`src/rtl/f1_reaction_timer.sv`:
```
// Random-hold reaction timer: waits an LFSR-chosen number of ticks, then times the press.
// Optional false-start detection is enabled by defining F1_FALSE_START_EN.
module f1_reaction_timer #(
    parameter int RT_W = 16
) (
    input  logic            clk,
    input  logic            rst,
    input  logic            en,
    input  logic            start,
    input  logic            react,
    output logic            time_out,
    output logic            lights_off,
    output logic            busy,
    output logic [RT_W-1:0] react_time,
    output logic            react_valid,
    output logic            false_start
);

    typedef enum logic [1:0] {
        IDLE  = 2'd0,
        COUNT = 2'd1,
        REACT = 2'd2
    } state_t;

    state_t          state;
    logic [6:0]      lfsr;
    logic            start_d;
    logic [6:0]      count;
    logic [RT_W-1:0] rt;

    always_ff @(posedge clk) begin
        if (!rst) begin
            state       <= IDLE;
            lfsr        <= 7'h01;
            start_d     <= 1'b0;
            count       <= '0;
            rt          <= '0;
            time_out    <= 1'b0;
            lights_off  <= 1'b0;
            busy        <= 1'b0;
            react_time  <= '0;
            react_valid <= 1'b0;
            false_start <= 1'b0;
        end else begin
            // NOTE: non-blocking throughout; pulse outputs default low each cycle and are
            // raised only by the branch that owns them, so no state is read mid-update.
            lfsr        <= {lfsr[5:0], lfsr[6] ^ lfsr[2]};
            start_d     <= start;
            time_out    <= 1'b0;
            react_valid <= 1'b0;
            false_start <= 1'b0;

            case (state)
                IDLE: begin
                    if (start && !start_d) begin
                        count <= lfsr;
                        state <= COUNT;
                        busy  <= 1'b1;
                    end
                end

                COUNT: begin
`ifdef F1_FALSE_START_EN
                    // A premature press beats a terminal tick arriving in the same cycle.
                    if (react) begin
                        state       <= IDLE;
                        busy        <= 1'b0;
                        false_start <= 1'b1;
                    end else
`endif
                    if (en) begin
                        if (count == 7'd1) begin
                            state      <= REACT;
                            time_out   <= 1'b1;
                            lights_off <= 1'b1;
                            rt         <= '0;
                        end else begin
                            count <= count - 7'd1;
                        end
                    end
                end

                REACT: begin
                    // Leaving at all-ones is the saturation: rt never wraps.
                    if (react || (rt == {RT_W{1'b1}})) begin
                        react_time  <= rt;
                        react_valid <= 1'b1;
                        state       <= IDLE;
                        lights_off  <= 1'b0;
                        busy        <= 1'b0;
                    end else begin
                        rt <= rt + 1'b1;
                    end
                end

                default: begin
                    state      <= IDLE;
                    lights_off <= 1'b0;
                    busy       <= 1'b0;
                end
            endcase
        end
    end

endmodule

```
`config.mk`:
```
export PLATFORM = sky130hd
export DESIGN_NAME = f1_reaction_timer
export DESIGN_NICKNAME = d
export VERILOG_FILES = /design/src/rtl/f1_reaction_timer.sv
export SDC_FILE = /design/constraint.sdc
export NUM_CORES = 1
export LEC_CHECK = 0
export ABC_AREA = 1
export BUFFER_PORTS_ARGS = -buffer_cell sky130_fd_sc_hd__buf_2
export CORE_MARGIN = 3
export CORE_UTILIZATION = 60
export CTS_CLUSTER_SIZE = 10
export DETAILED_ROUTE_END_ITERATION = 10
export PLACE_DENSITY_LB_ADDON = 0.2
export SLEW_MARGIN = 20
export SYNTH_ARGS = -nofsm -noshare
export SYNTH_HDL_FRONTEND = slang
export SYNTH_SLANG_ARGS = --single-unit
```
`constraint.sdc`:
```
create_clock -name clk -period 3.9 [get_ports clk]
set_input_delay 0.78 -clock clk [delete_from_list [all_inputs] [get_ports clk]]
set_output_delay 0.78 -clock clk [all_outputs]
set_load 0.1 [all_outputs]
```
Word level (Yosys, flattened, before mapping)
Cells that the tools add are included.
{"block": "classes", "n_addsub": 2, "n_eq_ne": 10, "n_mux": 21, "bitwise_logic": 3, "reduce_logical": 14}
{"cell": "$mux 16", "n": 3}
{"cell": "$pmux 16 s2", "n": 1}
{"cell": "$mux 7", "n": 3}
{"cell": "$add 16x1->16 const B", "n": 1}
{"cell": "$eq 16x16->1 const B", "n": 1}
{"cell": "$reduce_and 4->1", "n": 4}
{"cell": "$pmux 7 s2", "n": 1}
{"cell": "$ne 2x2->1 const B", "n": 6}
{"cell": "$mux 2", "n": 4}
{"cell": "$eq 7x1->1 const B", "n": 1}
{"cell": "$sub 7x1->7 const B", "n": 1}
{"cell": "$mux 1", "n": 6}
{"cell": "$pmux 1 s3", "n": 2}
{"cell": "$pmux 2 s3", "n": 1}
{"cell": "$reduce_and 3->1", "n": 2}
{"cell": "$reduce_and 2->1", "n": 2}
{"cell": "$reduce_bool 2->1", "n": 2}
{"cell": "$eq 2x1->1 const B", "n": 1}
{"cell": "$eq 2x2->1 const B", "n": 1}
{"cell": "$logic_not 2->1", "n": 1}
{"cell": "$not 1->1", "n": 2}
{"cell": "$logic_and 1x1->1", "n": 1}
{"cell": "$logic_not 1->1", "n": 1}
{"cell": "$logic_or 1x1->1", "n": 1}
{"cell": "$xor 1x1->1", "n": 1}
{"block": "totals", "reg_bits": 53, "input_bits": 5}

Longest topological paths before layout
{"block": "logic_depth", "word_depth": 4, "mapped_depth": 11}

Worst setup path after synthesis
OpenSTA, ideal clock, no wires.
{"block": "synth_timing", "path_kind": "reg2out", "from": "register react_time[0]", "to": "output port react_time[0]", "arrival_ps": 925, "required_time_ps": 3120, "setup_slack_ps": 2195, "stages_incl_launch_ff": 1, "n_path_buf": 0, "path_cell_list": "dfxtp_1"}
{"item": "start, declared", "line_no": "14", "rtl": "output logic [RT_W-1:0] react_time,"}
{"item": "start signal, assigned", "line_no": "86", "rtl": "react_time <= rt;"}
No word-level cell between the ends.

Worst setup path after layout
{"block": "layout_timing", "from": "register rt[0]", "to": "register react_time[0]"}
{"block": "layout_between", "elab_chain_cells": 3}
{"item": "start, declared", "line_no": "29", "rtl": "logic [RT_W-1:0] rt;"}
{"item": "start signal, assigned", "line_no": "92", "rtl": "rt <= rt + 1'b1;"}
{"item": "$eq 16x16->1", "line_no": "85", "rtl": "if (react || (rt == {RT_W{1'b1}})) begin"}
{"item": "$logic_or 1x1->1", "line_no": "85"}
{"item": "$reduce_and 2->1 (no source line)"}
Several ways; a longest one is shown, not always the timed one.
A chain may end at the register's enable or synchronous reset.

==> reports/qor.csv <==
metric,value,unit
antenna_left,0,
grt_pass1_vias,2195,
regArea,1060,um^2
fin_nets,411,
dpl.cell_count,446,
yosys.area.top_type_share,38.8,%
clock_latency,300,ps
synth_top_area_cell,dfxtp_1,
syn_avg_cell_area,7.04,um^2
grt_pass1_wl,9.56,mm
p_leak,1.23,nW
cts_buffer_depth,2,
slew_headroom,36.3,%
worstPathArrival,2250,ps
syn_to_final_growth,6.00,%
dieArea,5400,um^2
ios,26,
yosysWarnings,0,
p_clk_share,18.1,%
crit_path_cell_trace,ha_1 -> nand3_4 -> nor2_4 -> nand2_4 -> nand2_4 -> nand2_2 -> nor2_1 -> nand2_1 -> nand2_1,
synth_nets,396,
ys.flop_type,dfxtp_1,
die_x,73.5,um
synth_area,2730,um^2
rsz0062_at_grt,no,
maxCapViolations,0,
final.setup.tns,0,ps
first_pass_iters,5,
ys_ff_latch,53,
yosysMostFrequentCell,nand2_1,
seqPwrFrac,42.1,%
core-area,4200,um^2
antenna_found_initial,0,
start_kind,register,
gr-total-overflow,0,
p_sw,729,uW
cts.repair.resized,0,
synth_edf_count,0,
stdcell_count,453,
fin_crit,2000,ps
cts_tree,done,
clock.fmax,0.501,GHz
portBuffers,24,
detail_route.iter0.violations,274,
ir_drop,0.347,mV
n_antenna_cell,0,
cp_max_fo,17,
drt-total-wl,5.65,mm
cts_buffers,5,
die_h,73.5,um
h-tree-depth,2,
hold_slack,430,ps
finClkSkew,2.36,ps
status,finished clean,
synth_seq_area_share,38.8,%
p_int,955,uW
cp_top_family,simple AND/OR/NAND/NOR gates,
crit_slowest_cell,dfxtp_1,
dp_hpwl,3.84,mm
setup_violations,0,
synth_cells,388,
rows,23,
remaining_drc_errors,0,
async_flop_share,0,%
p_per_area,581,nW/um^2
reg2reg_setup_slack,1900,ps
routabilityCongestion,0.922,
fillers,366,
start_util,65.0,%
timing_worst_setup_path_type,reg2reg,
vias,2457,
crit_buf_inv,0,
clock-sinks,53,
synth_area_leaders,"dfxtp_1 (39%), nand2_1 (13%), nand3_1 (8.6%)",
grt_start_max_net_pins,32,
clk_pin_slew_worst_paths,90,ps
finalCritPeriodShare,51.2,%
hold_buffers,0,
combPwrFrac,39.8,%
grt_usage,22.4,%
synth_commonest_cells,"nand2_1 (98), dfxtp_1 (53), nand3_1 (47)",
required,4150,ps
cts-root-buf,clkbuf_8,
swShare,43.3,%
slew_viol_final,0,
min_path_type,reg2reg,
tightest_slew,955,ps
cp_slowest_stage_delay,420,ps
drive_gt1_share,13.6,%
cts_setup_buffers,0,
multi_input_area,1410,um^2
via_per_inst,5.42,
synth_cell_types,34,
critPathCaptureType,register,
hold_violations,0,
routedWlPerCell,12.5,um
-- state kept, by name, summed over array words and instances, names as in the netlist --
register / cells
start_d: 1
count: 7
time_out: 1
state: 2
busy: 1
lfsr: 7
rt: 16
react_time: 16
react_valid: 1
lights_off: 1
-- cells in the final DEF (no fill, tap or decap), types with 2 or more instances in the layout --
master,n
xor2_1,3
nand2_2,5
o21ai_0,10
xnor2_1,3
nand3_1,47
inv_1,37
dfxtp_1,53
clkbuf_8,6
nor2_4,4
ha_1,3
nor3_1,2
nand2_1,98
nand3_4,2
o21bai_1,3
a21oi_1,42
nand4_1,5
nand2_4,5
buf_2,24
nor2_2,3
nor2_1,35
inv_2,3
-- power by group through the flow --
stage / clock network (mW) / registers (mW) / logic [mW]
6_report: 0.305 / 0.708 / 0.671
3_3_place_gp: 0 / 0.716 / 0.653
4_1_cts: 0.311 / 0.706 / 0.671
3_5_place_dp: 0 / 0.717 / 0.669
5_1_grt: 0.337 / 0.718 / 0.747
2_1_floorplan: 0 / 0.778 / 0.521
-- layer usage --
metal  wire [um]  part of all wire (%)  GRT usage [%]  vias to the layer above
met2        2830                    50           37.3                       52
met1        2490                    44           28.2                     1125
li1            -                     -              -                     1268
met5           0                     0              0                        -
met3         230                   4.1           3.69                       12
met4         108                   1.9           9.86                        0
-- per-stage QoR --
| stage | setup slack, ps | cell area [um^2] | total power, mW | utilization, % |
|---|---|---|---|---|
| 4_1_cts | 1890 | 2900 | 1.69 | 68.9 |
| 5_1_grt | 1790 | 2900 | 1.80 | 68.9 |
| 2_1_floorplan | 2200 | 2730 | 1.30 | - |
| 6_report | 1900 | 2900 | 1.68 | 68.9 |
| 3_5_place_dp | 1680 | 2810 | 1.39 | 66.9 |
| 3_3_place_gp | 1750 | 2810 | 1.37 | 66.9 |
-- cell families (layout without fill, tap and decap cells) --
kind of cell	after synthesis	after routing	share of synthesized area, %
AND/OR/NAND/NOR	208	208	36.2
AO/OA/AOI/OAI	60	60	12.0
buffers and inverters	57	72	9.48
XOR/XNOR	6	6	1.92
flip-flops	53	53	38.8
other	1	1	0.137
adder cells (fa/ha/maj)	3	3	1.37
-- worst paths after layout --
| check | end | startpoint | depth (start not counted) |
|---|---|---|---|
| max reg2reg | react_time[0] | rt[0] | 9 |
| min reg2reg | lfsr[2] | lfsr[1] | 2 |
| max | react_time[0] | rt[0] | 9 |
| min | lfsr[2] | lfsr[1] | 2 |
-- worst reg2reg max path, stage by stage (launching register included) --
cell and delay, ps:
dfxtp_1 420, ha_1 320, nand3_4 140, nor2_4 200
nand2_4 90, nand2_4 160, nand2_2 250, nor2_1 220
nand2_1 80, nand2_1 60
-- area by class of cell --
| cell class | count | share of cell area (%) |
|---|---|---|
| repair buffers | 24 | 4.15 |
| flip-flops and latches | 53 | 36.6 |
| inverters | 41 | 5.32 |
| well taps | 50 | 2.16 |
| multi-input cells | 278 | 48.7 |
| clock buffers | 7 | 2.98 |
No activity file was read; power rests on OpenSTA's default activity.
